===== config.mk =====
export PLATFORM = sky130hd
export DESIGN_NAME = mem_arbiter
export DESIGN_NICKNAME = d
export VERILOG_FILES = /design/src/rtl/mem_arbiter_pkg.sv /design/src/rtl/mem_arb_select.sv /design/src/rtl/mem_arbiter.sv
export SDC_FILE = /design/constraint.sdc
export NUM_CORES = 1
export LEC_CHECK = 0
export CORE_AREA = 2 2 243 245
export DETAILED_ROUTE_END_ITERATION = 10
export DIE_AREA = 0 0 245 247
export SYNTH_ARGS = -nofsm -noshare
export SYNTH_HDL_FRONTEND = slang
export SYNTH_SLANG_ARGS = --single-unit
export TNS_END_PERCENT = 10

===== constraint.sdc =====
create_clock -name clk -period 2.9 [get_ports clk]
set_clock_uncertainty 0.2 [all_clocks]
set_input_delay 0.58 -clock clk [delete_from_list [all_inputs] [get_ports clk]]
set_output_delay 0.58 -clock clk [all_outputs]
set_load 0.005 [all_outputs]

===== src/rtl/mem_arbiter_pkg.sv =====
// Shared encodings and default sizes for the memory-channel arbiter.
// The optional round-robin grant is selected by MEM_ARB_RR_EN.
package mem_arbiter_pkg;

  typedef logic [1:0] arb_state_t;

  localparam arb_state_t S_IDLE  = 2'd0;
  localparam arb_state_t S_REQ   = 2'd1;
  localparam arb_state_t S_WDATA = 2'd2;
  localparam arb_state_t S_RDATA = 2'd3;

  localparam logic OWN_IC = 1'b0;
  localparam logic OWN_DC = 1'b1;

  localparam int ADDR_W_DEF = 32;
  localparam int DATA_W_DEF = 128;
  localparam int BEATS_DEF  = 4;

endpackage


===== src/rtl/mem_arb_select.sv =====
// Two-way grant between icache and dcache miss requests.
// MEM_ARB_RR_EN selects round-robin; otherwise dcache has fixed priority.
module mem_arb_select
  import mem_arbiter_pkg::*;
(
  input  logic i_ic_valid,
  input  logic i_dc_valid,
`ifdef MEM_ARB_RR_EN
  input  logic i_last,
`endif
  output logic o_gnt_ic,
  output logic o_gnt_dc
);

`ifdef MEM_ARB_RR_EN
  logic w_both;

  assign w_both = i_ic_valid & i_dc_valid;

  // On a tie the side that did not win last time goes first
  assign o_gnt_dc = i_dc_valid & (~w_both | (i_last == OWN_IC));
  assign o_gnt_ic = i_ic_valid & (~w_both | (i_last == OWN_DC));
`else
  assign o_gnt_dc = i_dc_valid;
  assign o_gnt_ic = i_ic_valid & ~i_dc_valid;
`endif

endmodule


===== src/rtl/mem_arbiter.sv =====
// Shares the main-memory refill/writeback channel between icache and dcache.
// Define MEM_ARB_RR_EN for round-robin grants (default: dcache priority).
module mem_arbiter
  import mem_arbiter_pkg::*;
#(
  parameter int ADDR_W = ADDR_W_DEF,
  parameter int DATA_W = DATA_W_DEF,
  parameter int BEATS  = BEATS_DEF
) (
  input  logic              clk,
  input  logic              reset,
  input  logic              ic_req_valid,
  output logic              ic_req_ready,
  input  logic [ADDR_W-1:0] ic_req_addr,
  output logic              ic_resp_valid,
  input  logic              dc_req_valid,
  output logic              dc_req_ready,
  input  logic [ADDR_W-1:0] dc_req_addr,
  input  logic              dc_req_rw,
  input  logic              dc_wdata_valid,
  output logic              dc_wdata_ready,
  input  logic [DATA_W-1:0] dc_wdata,
  output logic              dc_resp_valid,
  output logic [DATA_W-1:0] resp_data,
  output logic              resp_last,
  output logic              mem_req_valid,
  input  logic              mem_req_ready,
  output logic [ADDR_W-1:0] mem_req_addr,
  output logic              mem_req_rw,
  output logic              mem_wdata_valid,
  input  logic              mem_wdata_ready,
  output logic [DATA_W-1:0] mem_wdata,
  input  logic              mem_resp_valid,
  input  logic [DATA_W-1:0] mem_resp_data,
  output logic              busy
);

  localparam int CW = $clog2(BEATS);
  localparam logic [CW-1:0] CNT_LAST = CW'(BEATS - 1);

  arb_state_t        r_state;
  logic              r_owner;
  logic [CW-1:0]     r_cnt;
  logic [ADDR_W-1:0] r_addr;
  logic              r_rw;

  logic w_idle;
  logic w_wst;
  logic w_rst;
  logic w_gnt_ic;
  logic w_gnt_dc;
  logic w_wbeat;
  logic w_rbeat;
  logic w_cnt_last;

  assign w_idle     = (r_state == S_IDLE);
  assign w_wst      = (r_state == S_WDATA);
  assign w_rst      = (r_state == S_RDATA);
  assign w_cnt_last = (r_cnt == CNT_LAST);

`ifdef MEM_ARB_RR_EN
  logic r_last;

  always_ff @(posedge clk or posedge reset) begin
    if (reset) begin
      r_last <= OWN_DC;
    end else if (ic_req_ready | dc_req_ready) begin
      r_last <= dc_req_ready ? OWN_DC : OWN_IC;
    end
  end
`endif

  mem_arb_select u_sel (
    .i_ic_valid (ic_req_valid),
    .i_dc_valid (dc_req_valid),
`ifdef MEM_ARB_RR_EN
    .i_last     (r_last),
`endif
    .o_gnt_ic   (w_gnt_ic),
    .o_gnt_dc   (w_gnt_dc)
  );

  assign ic_req_ready = w_idle & w_gnt_ic;
  assign dc_req_ready = w_idle & w_gnt_dc;

  assign mem_req_valid = (r_state == S_REQ);
  assign mem_req_addr  = r_addr;
  assign mem_req_rw    = r_rw;

  assign mem_wdata_valid = w_wst & dc_wdata_valid;
  assign dc_wdata_ready  = w_wst & mem_wdata_ready;
  assign mem_wdata       = w_wst ? dc_wdata : '0;
  assign w_wbeat         = w_wst & dc_wdata_valid & mem_wdata_ready;

  // Read beats cannot be stalled, so every valid beat is consumed
  assign w_rbeat       = w_rst & mem_resp_valid;
  assign ic_resp_valid = w_rbeat & (r_owner == OWN_IC);
  assign dc_resp_valid = w_rbeat & (r_owner == OWN_DC);
  assign resp_data     = w_rst ? mem_resp_data : '0;
  assign resp_last     = w_rbeat & w_cnt_last;

  assign busy = ~w_idle;

  always_ff @(posedge clk or posedge reset) begin
    if (reset) begin
      r_state <= S_IDLE;
      r_owner <= OWN_IC;
      r_cnt   <= '0;
      r_addr  <= '0;
      r_rw    <= 1'b0;
    end else begin
      unique case (r_state)
        S_IDLE: begin
          if (ic_req_ready | dc_req_ready) begin
            r_state <= S_REQ;
            r_owner <= dc_req_ready ? OWN_DC : OWN_IC;
            r_addr  <= dc_req_ready ? dc_req_addr : ic_req_addr;
            r_rw    <= dc_req_ready & dc_req_rw;
          end
        end
        S_REQ: begin
          if (mem_req_ready) begin
            r_state <= r_rw ? S_WDATA : S_RDATA;
          end
        end
        S_WDATA: begin
          if (w_wbeat) begin
            if (w_cnt_last) begin
              r_cnt   <= '0;
              r_state <= S_IDLE;
            end else begin
              r_cnt <= r_cnt + CW'(1);
            end
          end
        end
        S_RDATA: begin
          if (w_rbeat) begin
            if (w_cnt_last) begin
              r_cnt   <= '0;
              r_state <= S_IDLE;
            end else begin
              r_cnt <= r_cnt + CW'(1);
            end
          end
        end
        default: r_state <= S_IDLE;
      endcase
    end
  end

endmodule


# Word-level counts from Yosys, hierarchy flattened
# Cells that the tools add are included.
# totals
register_bits	38
inputBits	329
out_inout_bits	298
word_cells	49
# op_classes
add_sub_neg	1
eq_ne	8
muxes	15
bitwise_logic	15
reduce_logical	5
# ops
op	count
128-bit 2-to-1 mux	2
32-bit 2-to-1 mux	1
2-bit 2-to-1 mux	8
1-bit AND	11
2-bit by 1-bit inequality test with 1-bit output, second input constant	4
2-bit case mux with 4 select lines	1
2-bit equality test, second input constant	3
2-bit case mux with 2 select lines	1
4-bit AND reduction	1
1-bit inverter	3
3-bit AND reduction	1
2-bit by 1-bit adder with 2-bit output, second input constant	1
2-bit by 1-bit equality test with 1-bit output, second input constant	1
2-bit logical NOT	1
1-bit 2-to-1 mux	2
2-bit AND reduction	1
2-bit nonzero test	1
1-bit bitwise OR	1

# Logic depth before layout (Yosys ltp)
# logic_depth
ltp_word	6
mapped_depth	5
ltp_nobuf	4

# Hierarchy
# A second synthesis with hierarchy kept.
# unflattened
hier_cells	443
area_unflattened_um2	3813.7
# modules_own_cells
mod	n_inst	cells_per_inst	area_each_um2	seq_area_each_um2
mem_arbiter	1	441	3792.4	950.9
mem_arb_select	1	2	21.3	0.0

# Worst setup path after synthesis
# Ideal clock, no wire load.
# synth_path
path_kind	reg2out
from	register r_state[0]
to	output mem_wdata[100]
arrival_ns	1.414
setup_slack_ns	0.706
path_stages_with_launch	6
path_buffers	3
path_cell_list	dfrtp_1 clkbuf_1 nor2b_1 clkbuf_1 clkbuf_1 and2_1
# synth_via
elab_chain_len	2
# synth_lines
element	line	rtl
from (decl)	mem_arbiter.sv:41	arb_state_t r_state;
from (signal assigned)	mem_arbiter.sv:123	r_state <= r_rw ? S_WDATA : S_RDATA;
2-bit equality test	mem_arbiter.sv:57	assign w_wst = (r_state == S_WDATA);
128-bit 2-to-1 mux	mem_arbiter.sv:92	assign mem_wdata = w_wst ? dc_wdata : '0;
to (decl)	mem_arbiter.sv:32	output logic [DATA_W-1:0] mem_wdata,
# No other way between the ends.

# Worst setup path after layout
# layout_path
from	register r_state[0]
to	output ic_req_ready
# layout_via
elab_chain_len	2
# layout_lines
element	line	rtl
2-bit logical NOT	mem_arbiter.sv:56	assign w_idle = (r_state == S_IDLE);
1-bit AND	mem_arbiter.sv:83	assign ic_req_ready = w_idle & w_gnt_ic;
to (decl)	mem_arbiter.sv:13	output logic ic_req_ready,
# No other way between the ends.

==> impl_results.md <==
- Flops & latches, synth: 38
- Crit path DAT: around 2.1 ns
- Post-synthesis instance total: between 400 and 500
- Port Buffers: 626
- Syn avg cell area: 8.80 um^2
- First-pass GRT wire length: 48100 um
- GPL Wtd Cong: approximately 0.9
- RSZ-0062 raised after global routing: yes
- Final setup fails: 0
- All-Layer GR Usage: a little under an eighth
- Peak supply drop: 0.401 mV
- Reg2Reg Setup Slack: 0.27 ns
- Max-capacitance violation count: 0
- Initial antenna violation count: 20
- Finished Core Util: 19.6%
- Hold WC Path Type: reg -> reg
- Synthesis-to-layout area growth: 192%
- Fin. max-slew vios: 0
- Final worst setup slack: 0.00713 ns
- Crit path capture: ic_req_ready
- Number of hold buffers added after cts: 0
- Worst setup EP type: primary output
- Worst r2r path cells: 6
- DRT antenna net count: 0
- Row Count: 89
- Tcrit/Tclk final: roughly 100%
- Bufs on Longest Clock Path: 2
- Slew headroom: 57.8%
- Final nets: 1374
- Largest net degree at the start of global routing: 81
- Crit. Startpoint: r_state[0]$_DFFE_PP0P_
- DR pass1 iterations: 4
- Share of post-route cells with drive strength above 1: 11.0%
- # H-tree levels: 2
- DP Worst Slack: -0.0529 ns
- Synth Warn #: 0
- Area post-placement: 11200 um^2
- Clock sinks: 38
- CTS Root Cell: clkbuf_16
- CTS tree: done
- Vias/cell: 3.20
- PD cells: 714 nW/um^2
- Grt ovf: 0
- Vias in the first global route: 6087
- Final Hold Viols: 0
- I/O pin count: 627
- Leak: 4.83 nW
- Skew-Pair Late Insertion Delay: 0.28 ns
- R2r endpoint: mem_req_addr[30]$_DFFE_PP0P_
- Setup bufs post-CTS: 0
- Fin area: between 10000 and 15000 um^2
- Vias: 5858
- DR DRC count: 0
- Post-DP HPWL: roughly 34000 um
- Crit path kind: reg -> out
- Fillcell total: between 6000 and 7000
- Sequential share of the synthesized area: 24.3%
- Die area: 60500 um^2
- Mapped cell area: 3910 um^2
- Clk slew on worst S/H paths: around 0.06 ns
- CP Launch Type: flop
- Worst-margin pin slew: 0.633 ns
- Minimum clock period: 2.89 ns
- Synth Net Count: 774
- Die Width: 245 um
- WL/cell: 20.4 um
- Synth unique cells: 23
- Inserted Clock Buffers: 5
- Starting DRT DRC Count: 126
- Final WL: 37200 um
- Core footprint: 58200 um^2
- Reg-to-Reg Start: r_state[0]$_DFFE_PP0P_
- Initial core utilization: 6.71%
- Required time worst endpoint: 2.12 ns
- Worst-path maximum fanout: 81
- Outcome: completed
- Max Clk Rate: approximately 350 MHz
- Die H: 247 um
==> worst max-delay path, stage by stage, from the launching register on <==
cell	delay (ns)
dfrtp_4	0.51
buf_12	0.19
or3b_2	0.49
nor2_1	0.11
clkdlybuf4s50_1	0.51
==> cell usage in the layout, fill, tap and decap left out, types with 2 or more instances in the layout <==
| cell | netlist | layout |
|---|---|---|
| diode_2 | 0 | 11 |
| mux2_2 | 14 | 14 |
| dlymetal6s2s_1 | 0 | 9 |
| dfrtp_4 | 0 | 2 |
| dlygate4sd2_1 | 0 | 5 |
| and2_4 | 0 | 9 |
| mux2_4 | 50 | 50 |
| dfrtp_1 | 38 | 36 |
| nand2_1 | 6 | 5 |
| clkbuf_16 | 0 | 5 |
| or3b_2 | 1 | 2 |
| nor2_1 | 4 | 4 |
| clkbuf_8 | 0 | 3 |
| clkdlybuf4s50_1 | 0 | 605 |
| and3_1 | 130 | 130 |
| nand3_1 | 2 | 2 |
| buf_12 | 0 | 9 |
| buf_4 | 0 | 15 |
| and2_1 | 132 | 123 |
| a21oi_1 | 3 | 3 |
==> cell type report <==
cell class	count	area (um^2)	area share, %
Inverter	2	7.51	0.0658
Clock buffer	8	166	1.46
Multi-Input combinational cell	352	2730	24.0
Sequential cell	38	958	8.40
Timing Repair Buffer	645	6550	57.4
Antenna cell	11	27.5	0.241
Tap cell	773	967	8.48
==> report_power, final <==
part           internal (W)  leakage, nW  switching, W
Sequential         0.000814        0.449      0.000198
Combinational       0.00395         4.30       0.00257
Clock              0.000389       0.0833      0.000216
==> cells in the mapped netlist (all sizes together) <==
| cell | count | share of area, % |
|---|---|---|
| nand2 | 6 | 0.58 |
| nor2 | 4 | 0.38 |
| nand3 | 2 | 0.26 |
| a21oi | 3 | 0.38 |
| buf | 8 | 2.1 |
| ha | 1 | 0.32 |
| mux2 | 64 | 23 |
| o21ai | 1 | 0.13 |
| inv | 2 | 0.19 |
| and2 | 132 | 21 |
| and3 | 130 | 21 |
| or3b | 2 | 0.45 |
| a32o | 1 | 0.26 |
| nor2b | 2 | 0.32 |
| or2 | 1 | 0.16 |
| clkbuf | 44 | 4.2 |
| mux2i | 1 | 0.26 |
| a22o | 1 | 0.22 |
| o211ai | 1 | 0.19 |
| dfrtp | 38 | 24 |
==> registers in the layout, indices dropped and copies added, names as in the netlist <==
register	cells
r_owner	1
r_cnt	2
mem_req_addr	32
r_state	2
mem_req_rw	1
==> logic make-up (layout without fill, tap and decap cells) <==
group	after synthesis	in the layout	synth area share, %
AOI/OAI and AO/OA	7	7	1.18
adders and majority gates	1	1	0.320
buffers and inverters	54	655	6.56
DFF	38	38	24.3
muxes	65	65	23.5
other	0	11	0
and+or+nand+nor	279	279	44.1
==> worst min path at each step <==
stage | startpoint | endpoint | depth (start not counted)
CTS | r_owner$_DFFE_PP0P_ | r_owner$_DFFE_PP0P_ | 2
finish | r_owner$_DFFE_PP0P_ | r_owner$_DFFE_PP0P_ | 2
global placement | r_owner$_DFFE_PP0P_ | r_owner$_DFFE_PP0P_ | 2
global route | mem_req_addr[22]$_DFFE_PP0P_ | mem_req_addr[22]$_DFFE_PP0P_ | 1
detailed placement | r_owner$_DFFE_PP0P_ | r_owner$_DFFE_PP0P_ | 2
floorplan | r_owner$_DFFE_PP0P_ | r_owner$_DFFE_PP0P_ | 2
==> per-stage QoR <==
| stage | hold WS (ns) | cells | setup TNS (ns) | power (W) |
|---|---|---|---|---|
| after floorplan | 0.260 | 444 | 0 | 0.00316 |
| after global placement | 0.279 | 1810 | -0.172 | 0.00761 |
| after detailed placement | 0.280 | 1810 | -0.290 | 0.00767 |
| after CTS | 0.295 | 1818 | 0 | 0.00831 |
| after global routing | 0.331 | 1821 | -1.16 | 0.00869 |
| final | 0.294 | 1829 | 0 | 0.00814 |
==> metal layers <==
layer	track usage [%]	part of all wire (%)
met4	1.81	1.7
met5	0	0.31
met1	10.4	32
met2	22.4	52
met3	6.63	14
==> timing repair <==
item                                    in CTS  in global routing
pin swaps                                    0                  0
endpoints found under the setup margin      54                 65
hold endpoints to repair                     0                  0
gates resized for setup                      7                 20
Note: power is estimated with default switching activity, not from simulation.
==> RTL change 1: new RTL, same settings <==
Build with the macro `MEM_ARB_RR_EN` defined.
--- a/src/rtl/mem_arb_select.sv
+++ b/src/rtl/mem_arb_select.sv
@@ -1,4 +1,6 @@
 // Two-way grant between icache and dcache miss requests.
 // MEM_ARB_RR_EN selects round-robin; otherwise dcache has fixed priority.
+`define MEM_ARB_RR_EN
+
 module mem_arb_select
   import mem_arbiter_pkg::*;
Behaviour: not the same (Yosys sat finds a counterexample within 4 cycles, from zero or initial values and one cycle with reset high).
==> RTL change 1 against the original RTL <==
  * Final area rose by 1.6%
  * Worst setup slack improved by 35 ps
  * Worst hold slack better by 22 ps
  * Synthesized area rose by 1.9%
  * Sequential cell count rose by 1
  * Cell count rose by 2.2%
  * Combinational power is 11% higher
  * Fmax is 1.2% higher
  * Routed wire length rose by 16%
  * Total power increased by 10%
  * Synthesized cell count is 12% higher
  * Highest routed layer unchanged
==> RTL change 1: results (changes against the original RTL) <==
status:
  status: "completed"
synthesis:
  syn_nets: 826  # +6.7%
  synth.avg_cell_area_um2: 8.03  # -8.8%
  ys_seq_area_share_pct: 24.5  # +0.21 points
drt:
  drt_iter0_drc: 224  # +78%
  finalWirelength_um: 43400  # +16%
  avgViaCountPerCell: 3.46  # +7.9%
  met2_length_um: 21000  # +7.2%
  wl_met1_um: 17100  # +44%
  wl_per_cell_um: 23.2  # +14%
placement:
  gp_congestion: 0.828  # -5.9%
  pre_cts_ws_ps: 142  # +195 ps
  hpwlAfterDp_um: 35800  # +5.1%
  placed_area_mm2: 0.0111  # -0.15%
  dp_cells: 1849  # +2.2%
sta:
  clock.fmax_mhz: 350  # +1.2%
  hold_slack_ps: 316  # +22.1 ps
  worst_pin_slew_ps: 591  # -42.3 ps
pwr:
  switchingPower_mw: 3.60  # +21%
  ir_drop_mv: 0.368  # -8.4%
global_routing:
  grt_antenna_before_repair: 17  # -15%
  grt_pass1_wl_um: 54600  # +13%
  grt.met1_usage_pct: 15.0  # +4.6 points
  met2_usage_pct: 22.2  # -0.18 points
  grt_max_degree: 138  # +70%
  met3_usage_pct: 5.58  # -1.1 points
  track_usage_pct: 13.0  # +1.5 points
setup_path:
  reg2reg_slack_ps: 700  # +430 ps
  r2r-end: "mem_req_addr[24]$_DFFE_PP0P_"
  arrival_ps: 2080  # -30 ps
finish:
  fin_nets: 1420  # +3.3%
min_path:
  hp-start: "mem_req_addr[21]$_DFFE_PP0P_"
  hold_end: "mem_req_addr[21]$_DFFE_PP0P_"
RTL change 1: timing repair:
| action | in CTS | in global routing |
|---|---|---|
| setup endpoints to repair | 49 | 77 |
| resized for setup | 34 | 53 |
| gates cloned | 0 | 4 |
| pin swaps | 0 | 1 |
| setup buffers | 0 | 3 |
RTL change 1: layout make-up:
| cell class | instances | area [um2] |
|---|---|---|
| Inverter | 5 | 18.8 |
| Fill cell | 6437 | 46700 |
| Timing Repair Buffer | 653 | 6740 |
| Clock inverter | 3 | 43.8 |
| Tap cell | 773 | 967 |
| Sequential cell | 39 | 985 |
| Multi-Input combinational cell | 386 | 2690 |
| Clock buffer | 5 | 125 |
| Antenna cell | 5 | 12.5 |
RTL change 1: critical path: stages (launching register included):
cell             delay [ps]
dfrtp_4                 540
buf_16                  210
nor2_8                  180
inv_2                   160
nor2_1                  130
clkdlybuf4s50_1         510
RTL change 1: power by group through the flow:
stage | registers (mW) | logic [mW] | clock network [mW]
after CTS | 1.04 | 7.13 | 0.697
after floorplan | 1.01 | 2.40 | 0
after global placement | 1.04 | 7.13 | 0
final | 1.06 | 7.26 | 0.665
after detailed placement | 1.04 | 7.13 | 0
after global routing | 1.10 | 7.79 | 0.721
RTL change 1: worst max path at each step:
stage                      to
6_report         ic_req_ready
5_1_grt          ic_req_ready
4_1_cts             resp_last
3_5_place_dp    mem_wdata[36]
3_3_place_gp    mem_wdata[36]
2_1_floorplan  mem_wdata[100]
RTL change 1: cells by family after synthesis:
| family | share of synthesized area, % |
|---|---|
| flops | 24.5 |
| fa+ha+maj | 0.314 |
| simple gates | 56.6 |
| buf+inv | 8.30 |
| compound gates | 9.65 |
| mux | 0.566 |
==> RTL change 2: new RTL, config.mk and constraints unchanged <==
Without the edit above. The package constant `DATA_W_DEF` goes from 128 to 132.
--- a/src/rtl/mem_arbiter_pkg.sv
+++ b/src/rtl/mem_arbiter_pkg.sv
@@ -14,5 +14,5 @@
 
   localparam int ADDR_W_DEF = 32;
-  localparam int DATA_W_DEF = 128;
+  localparam int DATA_W_DEF = 132;
   localparam int BEATS_DEF  = 4;
 
Interface: changed (resized dc_wdata, mem_resp_data, mem_wdata and resp_data); port bits go from 627 to 643. The function was not compared with the original's and may differ.
==> RTL change 2 against the original RTL <==
  * Final area is 3.3% higher
  * Sequential cell count stayed put
  * Total power is 7.0% higher
  * Routed wire length is 21% higher
  * Synthesized cell count is 2.0% higher
  * Worst setup slack better by 13 ps
  * Count of clock-buffer cells in the layout is 3 lower
  * Critical path depth is 1 higher
  * Sequential share of layout area is 0.27 points lower
  * Synthesized area is 1.3% higher
  * Register-to-register slack better by 40 ps
  * Worst hold slack better by 21 ps
  * Clock power is 24% higher
  * Critical path type unchanged
  * Critical endpoint is now mem_wdata[123]
  * Highest routed layer unchanged
==> RTL change 2: results (changes against the original RTL) <==
status:
  status: "completed"
pwr:
  p_comb_mw: 6.94  # +6.4%
  switchingPower_mw: 3.31  # +11%
  p_clk_uw: 751  # +24%
  p_clk_share_pct: 8.6  # +1.2 points
  ir_drop_mv: 0.343  # -14%
  leakage_nw: 5.40  # +12%
global_routing:
  met3_usage_pct: 11.3  # +4.7 points
  grt_pass1_wl_um: 56300  # +17%
  grt_pass1_vias: 6196  # +1.8%
  grt_max_degree: 68  # -16%
  track_usage_pct: 13.9  # +2.4 points
  met2_usage_pct: 17.5  # -4.9 points
  grt_antenna_before_repair: 22  # +10%
  grt.met1_usage_pct: 17.6  # +7.2 points
cts:
  clk_latency_ps: 300  # +20 ps
  h-tree-depth: 2  # unchanged
synthesis:
  synth_commonest_cells: "and2_1 (136), and3_1 (134), mux2_4 (50), clkbuf_1 (46), dfrtp_1 (38)"
  syn_nets: 791  # +2.2%
  ys_seq_area_share_pct: 24.0  # -0.32 points
  syn_inst: 453  # +2.0%
  yosys-top-cells-area: "dfrtp_1 (24%), and2_1 (21%), and3_1 (21%), mux2_4 (19%), clkbuf_1 (4.4%)"
  ys_types: 22  # -4.3%
  yosysWarnings: 0  # unchanged
drt:
  vias: 5991  # +2.3%
  dr_wl_met3_um: 8060  # +58%
  finalWirelength_um: 45200  # +21%
  wl_per_cell_um: 24.4  # +20%
  wl_met1_um: 19400  # +64%
  met2_length_um: 16700  # -15%
  drt_iter0_drc: 186  # +48%
setup_path:
  crit_family: "buffers and inverters"
  crit_path_end: "mem_wdata[123]"
  crit_start: "r_state[0]$_DFFE_PP0P_"
  crit_slowest_cell: "clkdlybuf4s50_1"
  cp_slowest_stage_delay_ps: 550  # +40 ps
  crit_fanout: 34  # -58%
  reg2reg_slack_ps: 310  # +40 ps
placement:
  dp_cells: 1830  # +1.1%
  portBuffers: 642  # +2.6%
  placed_area_mm2: 0.0113  # +1.7%
  gp_congestion: 0.802  # -8.9%
  pre_cts_ws_ps: -58.5  # -5.67 ps
  hpwlAfterDp_um: 39000  # +14%
finish:
  drive_above_1_share_pct: 9.97  # -1.0 points
  fin_nets: 1410  # +2.6%
  fillCellCount: 6433  # +0.25%
sta:
  hold_slack_ps: 315  # +21.1 ps
  setup_slack_ps: 20.2  # +13.0 ps
  worst_pin_slew_ps: 859  # +226 ps
min_path:
  hold_depth: 1  # -1
  hp-start: "mem_req_addr[22]$_DFFE_PP0P_"
  hold_end: "mem_req_addr[22]$_DFFE_PP0P_"
==> RTL change 2: cells by family after synthesis <==
| kind of cell | count (synthesis) | synth area share, % |
|---|---|---|
| AOI/OAI and AO/OA | 7 | 1.17 |
| adders and majority gates | 1 | 0.316 |
| buffers and inverters | 55 | 6.54 |
| DFF | 38 | 24.0 |
| muxes | 65 | 23.2 |
| and+or+nand+nor | 287 | 44.8 |
==> RTL change 2: final cells by class <==
| cell class | count | area, um2 | area share (%) |
|---|---|---|---|
| inverter | 2 | 7.51 | 0.0637 |
| tap | 773 | 967 | 8.21 |
| clock buffer | 5 | 125 | 1.06 |
| sequential | 38 | 958 | 8.13 |
| timing repair buffer | 665 | 6880 | 58.4 |
| antenna | 6 | 15.0 | 0.127 |
| clock inverter | 3 | 68.8 | 0.584 |
| multi-input combinational | 360 | 2760 | 23.5 |
==> RTL change 2: repair_timing <==
item,CTS,global route
gates resized for setup,19,41
endpoints found under the setup margin,164,137
hold endpoints to repair,0,0
gates cloned,2,1
buffers inserted,6,0
